[config.mk]
export PLATFORM = sky130hd
export DESIGN_NAME = memory_arbiter_flat
export DESIGN_NICKNAME = d
export VERILOG_FILES = /design/src/rtl/memory_arbiter_if.sv /design/src/rtl/memory_arbiter.sv /design/src/flat_wrapper.sv
export SDC_FILE = /design/constraint.sdc
export NUM_CORES = 1
export LEC_CHECK = 0
export ABC_AREA = 1
export CORE_AREA = 2 2 121 123
export CTS_CLUSTER_DIAMETER = 80
export CTS_CLUSTER_SIZE = 28
export DETAILED_ROUTE_END_ITERATION = 10
export DIE_AREA = 0 0 123 125
export GPL_ROUTABILITY_DRIVEN = 0
export PLACE_DENSITY = 0.56
export SLEW_MARGIN = 20
export SYNTH_ARGS = -nofsm -noshare
export SYNTH_HDL_FRONTEND = slang
export SYNTH_SLANG_ARGS = --single-unit
[constraint.sdc]
create_clock -name CLK -period 1.8 [get_ports CLK]
set_input_delay 0.27 -clock CLK [delete_from_list [all_inputs] [get_ports CLK]]
set_output_delay 0.27 -clock CLK [all_outputs]
set_load 0.005 [all_outputs]
[src/rtl/memory_arbiter_if.sv]
// Bundle between the RAM arbiter, its three requesters (coherence data side,
// two instruction caches) and the single-port RAM.
interface memory_arbiter_if #(
   parameter int CPUS = 2
);
   // Data side: wait_in is 0 for exactly one cycle per completed word.
   // Instruction side: iwait[x] is 0 for exactly one cycle per fetched word.
   // RAM side: a word completes in the cycle ramstate reads ACCESS.
   logic                       d_ramREN;
   logic                       d_ramWEN;
   logic [31:0]                d_ramaddr;
   logic [31:0]                d_ramstore;
   logic                       wait_in;
   logic [CPUS-1:0]            iREN;
   logic [CPUS-1:0][31:0]      iaddr;
   logic [CPUS-1:0]            iwait;
   logic [CPUS-1:0][31:0]      iload;
   logic                       ramREN;
   logic                       ramWEN;
   logic [31:0]                ramaddr;
   logic [31:0]                ramstore;
   logic [31:0]                ramload;
   logic [1:0]                 ramstate;

   modport slave (
      input  d_ramREN, d_ramWEN, d_ramaddr, d_ramstore,
      input  iREN, iaddr,
      input  ramload, ramstate,
      output wait_in, iwait, iload,
      output ramREN, ramWEN, ramaddr, ramstore
   );

   modport master (
      output d_ramREN, d_ramWEN, d_ramaddr, d_ramstore,
      output iREN, iaddr,
      output ramload, ramstate,
      input  wait_in, iwait, iload,
      input  ramREN, ramWEN, ramaddr, ramstore
   );
endinterface

[src/rtl/memory_arbiter.sv]
// Single-port RAM arbiter: data side has priority, a starvation counter forces
// instruction fetches through, and the two caches alternate round-robin.
module memory_arbiter #(
   parameter int STARVE_LIMIT = 4,
   parameter int CPUS         = 2
) (
   input  logic              CLK,
   input  logic              nRST,
   memory_arbiter_if.slave   bus,
   output logic [1:0]        o_state,
   output logic [3:0]        o_dcount,
   output logic              o_rr
);

   localparam logic [1:0] ST_IDLE    = 2'd0;
   localparam logic [1:0] ST_HOLD_D  = 2'd1;
   localparam logic [1:0] ST_HOLD_I0 = 2'd2;
   localparam logic [1:0] ST_HOLD_I1 = 2'd3;

   localparam logic [1:0] OWN_NONE = 2'd0;
   localparam logic [1:0] OWN_D    = 2'd1;
   localparam logic [1:0] OWN_I0   = 2'd2;
   localparam logic [1:0] OWN_I1   = 2'd3;

   localparam logic [1:0] RS_FREE   = 2'd0;
   localparam logic [1:0] RS_BUSY   = 2'd1;
   localparam logic [1:0] RS_ACCESS = 2'd2;
   localparam logic [1:0] RS_ERROR  = 2'd3;

   localparam logic [3:0] LIMIT = 4'(STARVE_LIMIT);

   logic [1:0]             r_state;
   logic [1:0]             w_next_state;
   logic                   r_rr;
   logic [3:0]             r_dcount;

   logic                   w_dreq;
   logic                   w_anyi;
   logic                   w_starved;
   logic [1:0]             w_owner;
   logic                   w_owner_req;
   logic                   w_done;
   logic                   w_d_done;
   logic                   w_i_done;
   logic                   w_abandon;
   logic [CPUS-1:0]        w_iwait;
   logic [CPUS-1:0][31:0]  w_iload;

   assign w_dreq    = bus.d_ramREN | bus.d_ramWEN;
   assign w_anyi    = |bus.iREN;
   assign w_starved = (r_dcount == LIMIT) && w_anyi;

   // Fresh arbitration only in IDLE; a HOLD state pins the owner until its word ends.
   always_comb begin
      w_owner = OWN_NONE;
      case (r_state)
         ST_IDLE: begin
            if (w_dreq && !w_starved) begin
               w_owner = OWN_D;
            end else if (w_anyi) begin
               if (bus.iREN[r_rr]) begin
                  w_owner = r_rr ? OWN_I1 : OWN_I0;
               end else begin
                  w_owner = r_rr ? OWN_I0 : OWN_I1;
               end
            end
         end
         ST_HOLD_D:  w_owner = OWN_D;
         ST_HOLD_I0: w_owner = OWN_I0;
         ST_HOLD_I1: w_owner = OWN_I1;
         default:    w_owner = OWN_NONE;
      endcase
   end

   always_comb begin
      w_owner_req = 1'b0;
      case (w_owner)
         OWN_D:   w_owner_req = w_dreq;
         OWN_I0:  w_owner_req = bus.iREN[0];
         OWN_I1:  w_owner_req = bus.iREN[1];
         default: w_owner_req = 1'b0;
      endcase
   end

   assign w_done    = (w_owner != OWN_NONE) && (bus.ramstate == RS_ACCESS);
   assign w_d_done  = w_done && (w_owner == OWN_D);
   assign w_i_done  = w_done && ((w_owner == OWN_I0) || (w_owner == OWN_I1));
   assign w_abandon = (r_state != ST_IDLE) && !w_owner_req && !w_done;

   // Write wins when the data side raises both strobes.
   always_comb begin
      bus.ramREN   = 1'b0;
      bus.ramWEN   = 1'b0;
      bus.ramaddr  = 32'h0;
      bus.ramstore = 32'h0;
      case (w_owner)
         OWN_D: begin
            bus.ramWEN   = bus.d_ramWEN;
            bus.ramREN   = bus.d_ramREN & ~bus.d_ramWEN;
            bus.ramaddr  = bus.d_ramaddr;
            bus.ramstore = bus.d_ramstore;
         end
         OWN_I0: begin
            bus.ramREN  = 1'b1;
            bus.ramaddr = bus.iaddr[0];
         end
         OWN_I1: begin
            bus.ramREN  = 1'b1;
            bus.ramaddr = bus.iaddr[1];
         end
         default: begin
            bus.ramREN = 1'b0;
         end
      endcase
   end

   always_comb begin
      w_iwait    = '1;
      w_iload    = '0;
      w_iwait[0] = !(w_i_done && (w_owner == OWN_I0));
      w_iwait[1] = !(w_i_done && (w_owner == OWN_I1));
      if (w_owner == OWN_I0) w_iload[0] = bus.ramload;
      if (w_owner == OWN_I1) w_iload[1] = bus.ramload;
   end

   assign bus.wait_in = !w_d_done;
   assign bus.iwait   = w_iwait;
   assign bus.iload   = w_iload;

   always_comb begin
      w_next_state = ST_IDLE;
      if (!(w_done || w_abandon)) begin
         case (w_owner)
            OWN_D:   w_next_state = ST_HOLD_D;
            OWN_I0:  w_next_state = ST_HOLD_I0;
            OWN_I1:  w_next_state = ST_HOLD_I1;
            default: w_next_state = ST_IDLE;
         endcase
      end
   end

   always_ff @(posedge CLK or negedge nRST) begin
      if (!nRST) begin
         r_state <= ST_IDLE;
      end else begin
         r_state <= w_next_state;
      end
   end

   // rr points at the cache that did not get the last fetch.
   always_ff @(posedge CLK or negedge nRST) begin
      if (!nRST) begin
         r_rr <= 1'b0;
      end else if (w_i_done) begin
         r_rr <= (w_owner == OWN_I0);
      end
   end

   always_ff @(posedge CLK or negedge nRST) begin
      if (!nRST) begin
         r_dcount <= 4'd0;
      end else if (w_i_done) begin
         r_dcount <= 4'd0;
      end else if (w_d_done) begin
         if (!w_anyi) begin
            r_dcount <= 4'd0;
         end else if (r_dcount != LIMIT) begin
            r_dcount <= r_dcount + 4'd1;
         end
      end
   end

   assign o_state  = r_state;
   assign o_dcount = r_dcount;
   assign o_rr     = r_rr;

endmodule

[src/flat_wrapper.sv]
// flat-port wrapper written by rule: the top's interface ports become plain ports
module memory_arbiter_flat 
#(
   parameter int STARVE_LIMIT = 4,
   parameter int CPUS         = 2
)
  (CLK, nRST, o_state, o_dcount, o_rr, bus_d_ramREN, bus_d_ramWEN, bus_d_ramaddr, bus_d_ramstore, bus_iREN, bus_iaddr, bus_ramload, bus_ramstate, bus_wait_in, bus_iwait, bus_iload, bus_ramREN, bus_ramWEN, bus_ramaddr, bus_ramstore);
  memory_arbiter_if #(.CPUS(CPUS)) bus_i ();
  input  logic CLK;
  input  logic nRST;
  output logic [1:0] o_state;
  output logic [3:0] o_dcount;
  output logic o_rr;
  input wire logic [$bits(bus_i.d_ramREN)-1:0] bus_d_ramREN;
  input wire logic [$bits(bus_i.d_ramWEN)-1:0] bus_d_ramWEN;
  input wire logic [$bits(bus_i.d_ramaddr)-1:0] bus_d_ramaddr;
  input wire logic [$bits(bus_i.d_ramstore)-1:0] bus_d_ramstore;
  input wire logic [$bits(bus_i.iREN)-1:0] bus_iREN;
  input wire logic [$bits(bus_i.iaddr)-1:0] bus_iaddr;
  input wire logic [$bits(bus_i.ramload)-1:0] bus_ramload;
  input wire logic [$bits(bus_i.ramstate)-1:0] bus_ramstate;
  output wire logic [$bits(bus_i.wait_in)-1:0] bus_wait_in;
  output wire logic [$bits(bus_i.iwait)-1:0] bus_iwait;
  output wire logic [$bits(bus_i.iload)-1:0] bus_iload;
  output wire logic [$bits(bus_i.ramREN)-1:0] bus_ramREN;
  output wire logic [$bits(bus_i.ramWEN)-1:0] bus_ramWEN;
  output wire logic [$bits(bus_i.ramaddr)-1:0] bus_ramaddr;
  output wire logic [$bits(bus_i.ramstore)-1:0] bus_ramstore;
  assign bus_i.d_ramREN = bus_d_ramREN;
  assign bus_i.d_ramWEN = bus_d_ramWEN;
  assign bus_i.d_ramaddr = bus_d_ramaddr;
  assign bus_i.d_ramstore = bus_d_ramstore;
  assign bus_i.iREN = bus_iREN;
  assign bus_i.iaddr = bus_iaddr;
  assign bus_i.ramload = bus_ramload;
  assign bus_i.ramstate = bus_ramstate;
  assign bus_wait_in = bus_i.wait_in;
  assign bus_iwait = bus_i.iwait;
  assign bus_iload = bus_i.iload;
  assign bus_ramREN = bus_i.ramREN;
  assign bus_ramWEN = bus_i.ramWEN;
  assign bus_ramaddr = bus_i.ramaddr;
  assign bus_ramstore = bus_i.ramstore;
  memory_arbiter #(.STARVE_LIMIT(STARVE_LIMIT), .CPUS(CPUS)) u_core (.CLK(CLK), .nRST(nRST), .bus(bus_i), .o_state(o_state), .o_dcount(o_dcount), .o_rr(o_rr));
endmodule
==> reports/qor.csv <==
stage,metric,value,unit
sta,Final TNS setup,-46.70,ns
worst_hold_path,Hold Path Class,in2async,
logic_synthesis,Adder-Cell Fraction of Synth Area,1.23,%
logic_synthesis,synth top area cells,"nand2_1 (21%), inv_1 (14%), nor2_1 (14%), nor2_4 (12%), nand3_1 (9.1%)",
grt,Overflow after GRT,0,
drt,Initial DRC Count,36,
clocking,clock buffer depth,2,
sta,final hold vios,0,
sta,final worst slack,-0.431,ns
placed_design,Buffers on Ports,307,
grt,M1 GR Usage,15.4,%
logic_synthesis,Synth warnings,0,
clocking,"Clk pin slew, worst setup/hold paths",0.04,ns
sta,Setup Skew,0.00143,ns
clocking,clock latency on the worst-skew pair,0.23,ns
logic_synthesis,Syn Inst Count,390,
final_layout,"most common cell after layout, fill and taps aside",clkdlybuf4s50_1,
final_layout,"Design Area, Final",0.00644,mm²
grt,vias in the first global route,3750,
drt,Pre-Repair DR Iteration Count,4,
logic_synthesis,"area leader, netlist",nand2_1,
clocking,root buf cell,clkbuf_16,
drt,DR vias,3700,
grt,grt met3 use,3.38,%
sta,RSZ-0062 raised after global routing,yes,
placed_design,Placed Area,0.00550,mm²
logic_synthesis,"Seq/Total Area, Yosys",8.62,%
clocking,H-tree depth,1,
final_layout,final cell count without fillers,930,
setup_path,critical path type,reg2out,
logic_synthesis,Yosys reg bits,7,
grt,GRT Overall Usage,15.6,%
final_layout,"commonest non-fill, non-tap cells in the layout","clkdlybuf4s50_1 (170), buf_2 (93), inv_1 (73), nor2_1 (47), nand2_1 (42)",
setup_path,crit path max fanout,5,
setup_path,worst setup path startpoint,u_core.o_dcount[1],
drt,WL final,13.0,mm
logic_synthesis,Main synth FF type,dfrtp_1,
sta,endpoints failing setup,137,
logic_synthesis,Synth Area in Compound Gates,2.46,%
outcome,failing checks,negative setup slack,
sta,Tcrit/Tclk final,124,%
grt,initial antenna violation count,0,
floorplan,Boundary Pins,308,
placed_design,Final HPWL DP,9.72,mm
floorplan,core area,0.0142,mm²
final_layout,n_diodes,0,
clocking,clock sink count,7,
sta,worst slew pin tran,0.339,ns
clocking,CTS tree,yes,
final_layout,share of cells above drive strength 1,50.9,%
clocking,total CTS buffers,3,
setup_path,"Req. time, crit path",1.53,ns
power_and_ir_drop,Peak VDD IR,0.523,mV
logic_synthesis,Synth top area share,21.4,%
logic_synthesis,Post-Syn Area,0.00203,mm²
setup_path,arrival time at the worst endpoint,1.96,ns
logic_synthesis,simple-gate share of the synthesized area,65.1,%
placed_design,dpl cells,893,
logic_synthesis,Syn Nets,560,
final_layout,Area Growth Syn to Fin,217,%
power_and_ir_drop,Lkg Pwr,3.36,nW
floorplan,# rows,44,
sta,FMAX,0.448,GHz
grt,pin count of the biggest net entering global routing,33,
logic_synthesis,largest family of logic cells by synthesized area,simple AND/OR/NAND/NOR gates,
setup_path,FF-to-FF Start,u_core.o_dcount[1],
logic_synthesis,asr flop ratio synth,100,%
grt,first-pass GRT wire length,18.9,mm
drt,drt drc,0,
logic_synthesis,synth unique cells,26,
logic_synthesis,post-synthesis xor/xnor area fraction,0,%
setup_path,CP Capture Type,primary output,
logic_synthesis,syn_area_per_cell,5.21,µm²
grt,met2 usage,32.3,%
grt,busiest metal layer after global routing,met2,
drt,DR WL/cell,14.0,µm
setup_path,CP Launch Type,flop,
logic_synthesis,mux cell area share after synthesis,0,%
outcome,status,"finished, violations left",
sta,"Slew Viols, Final",0,
floorplan,die area,0.0154,mm²
placed_design,pre-CTS setup slack,-0.976,ns
sta,max_slew headroom,77.3,%
job,maxcap violations,0,
power_and_ir_drop,Tot Pwr,7.62,mW
floorplan,Die X,123,µm
sta,minimum clock period after layout,2.23,ns
drt,post-route ant nets,0,
power_and_ir_drop,Power Density,1180,mW/mm²
final_layout,layout net count,917,
logic_synthesis,number of synthesized flops with an enable pin,0,
drt,DR vias/cell,3.98,
floorplan,Starting Density,14.3,%
floorplan,Die Ht,125,µm
synth_stat cells, types with 4 or more instances:
cell / number
buf_2: 9
buf_4: 6
dfrtp_1: 7
inv_1: 76
inv_2: 4
nand2_1: 116
nand2_2: 5
nand3_1: 37
nor2_1: 75
nor2_2: 13
nor2_4: 22
worst max-delay path, stage by stage, from the launching register on:
cell	delay (ns)
dfrtp_1	0.35
inv_2	0.05
ha_4	0.16
nand3_4	0.06
nand2_4	0.07
a21oi_4	0.23
buf_6	0.14
nor2_4	0.04
buf_12	0.12
buf_8	0.13
buf_16	0.13
nand2_2	0.07
nand3_2	0.08
buf_6	0.12
stage by stage:
step | util [%] | hold WS, ns
4_1_cts | 43.5 | 0.322
6_report | 45.3 | 0.314
5_1_grt | 45.3 | 0.354
3_5_place_dp | 38.7 | 0.561
2_1_floorplan | - | -0.0256
3_3_place_gp | 38.7 | 0.554
registers in the layout (all words and copies together), names as in the netlist:
name / flops
u_core.o_dcount: 4
u_core.o_state: 2
u_core.o_rr: 1
layout make-up:
class	instances	area [µm²]
inverter	83	342
clock buffer	4	78.8
sequential	7	175
tap	184	230
timing repair buffer	370	3530
fill	1404	7770
multi-input combinational	282	2090
worst paths after layout:
| check | to | slack (ns) | cells past startpoint |
|---|---|---|---|
| max in group asynchronous | u_core.o_state[1] | 1.24 | 1 |
| max | bus_ramaddr[11] | -0.43 | 13 |
| min in group CLK | u_core.o_dcount[2] | 0.60 | 3 |
| min reg2reg | u_core.o_dcount[2] | 0.60 | 3 |
| min | u_core.o_dcount[1] | 0.31 | 1 |
| max reg2reg | u_core.o_dcount[1] | -0.05 | 14 |
logic make-up after synthesis:
family          after synthesis
flops                         7
fa+ha+maj                     2
buf+inv                     101
simple gates                275
compound gates                5
report_power, final:
| group | internal [mW] | switching, mW |
|---|---|---|
| sequential | 0.223 | 0.0366 |
| combinational | 3.75 | 3.25 |
| clock | 0.294 | 0.0773 |
| total | 4.26 | 3.36 |
timing repair:
item,4_1_cts,5_1_grt
pin swaps,24,24
cloned,12,1
gates resized for setup,656,98
buffers inserted,24,8
endpoints found under the setup margin,138,138
hold buffers,0,0
layer usage:
| metal | routed length (µm) | part of all wire [%] | vias up |
|---|---|---|---|
| met5 | 0 | 0 | - |
| met4 | 191 | 1.5 | 0 |
| met3 | 1200 | 9.2 | 19 |
| met2 | 7290 | 56 | 164 |
| met1 | 4360 | 33 | 1674 |
| li1 | - | - | 1843 |
Note: power is estimated with default switching activity, not from simulation.
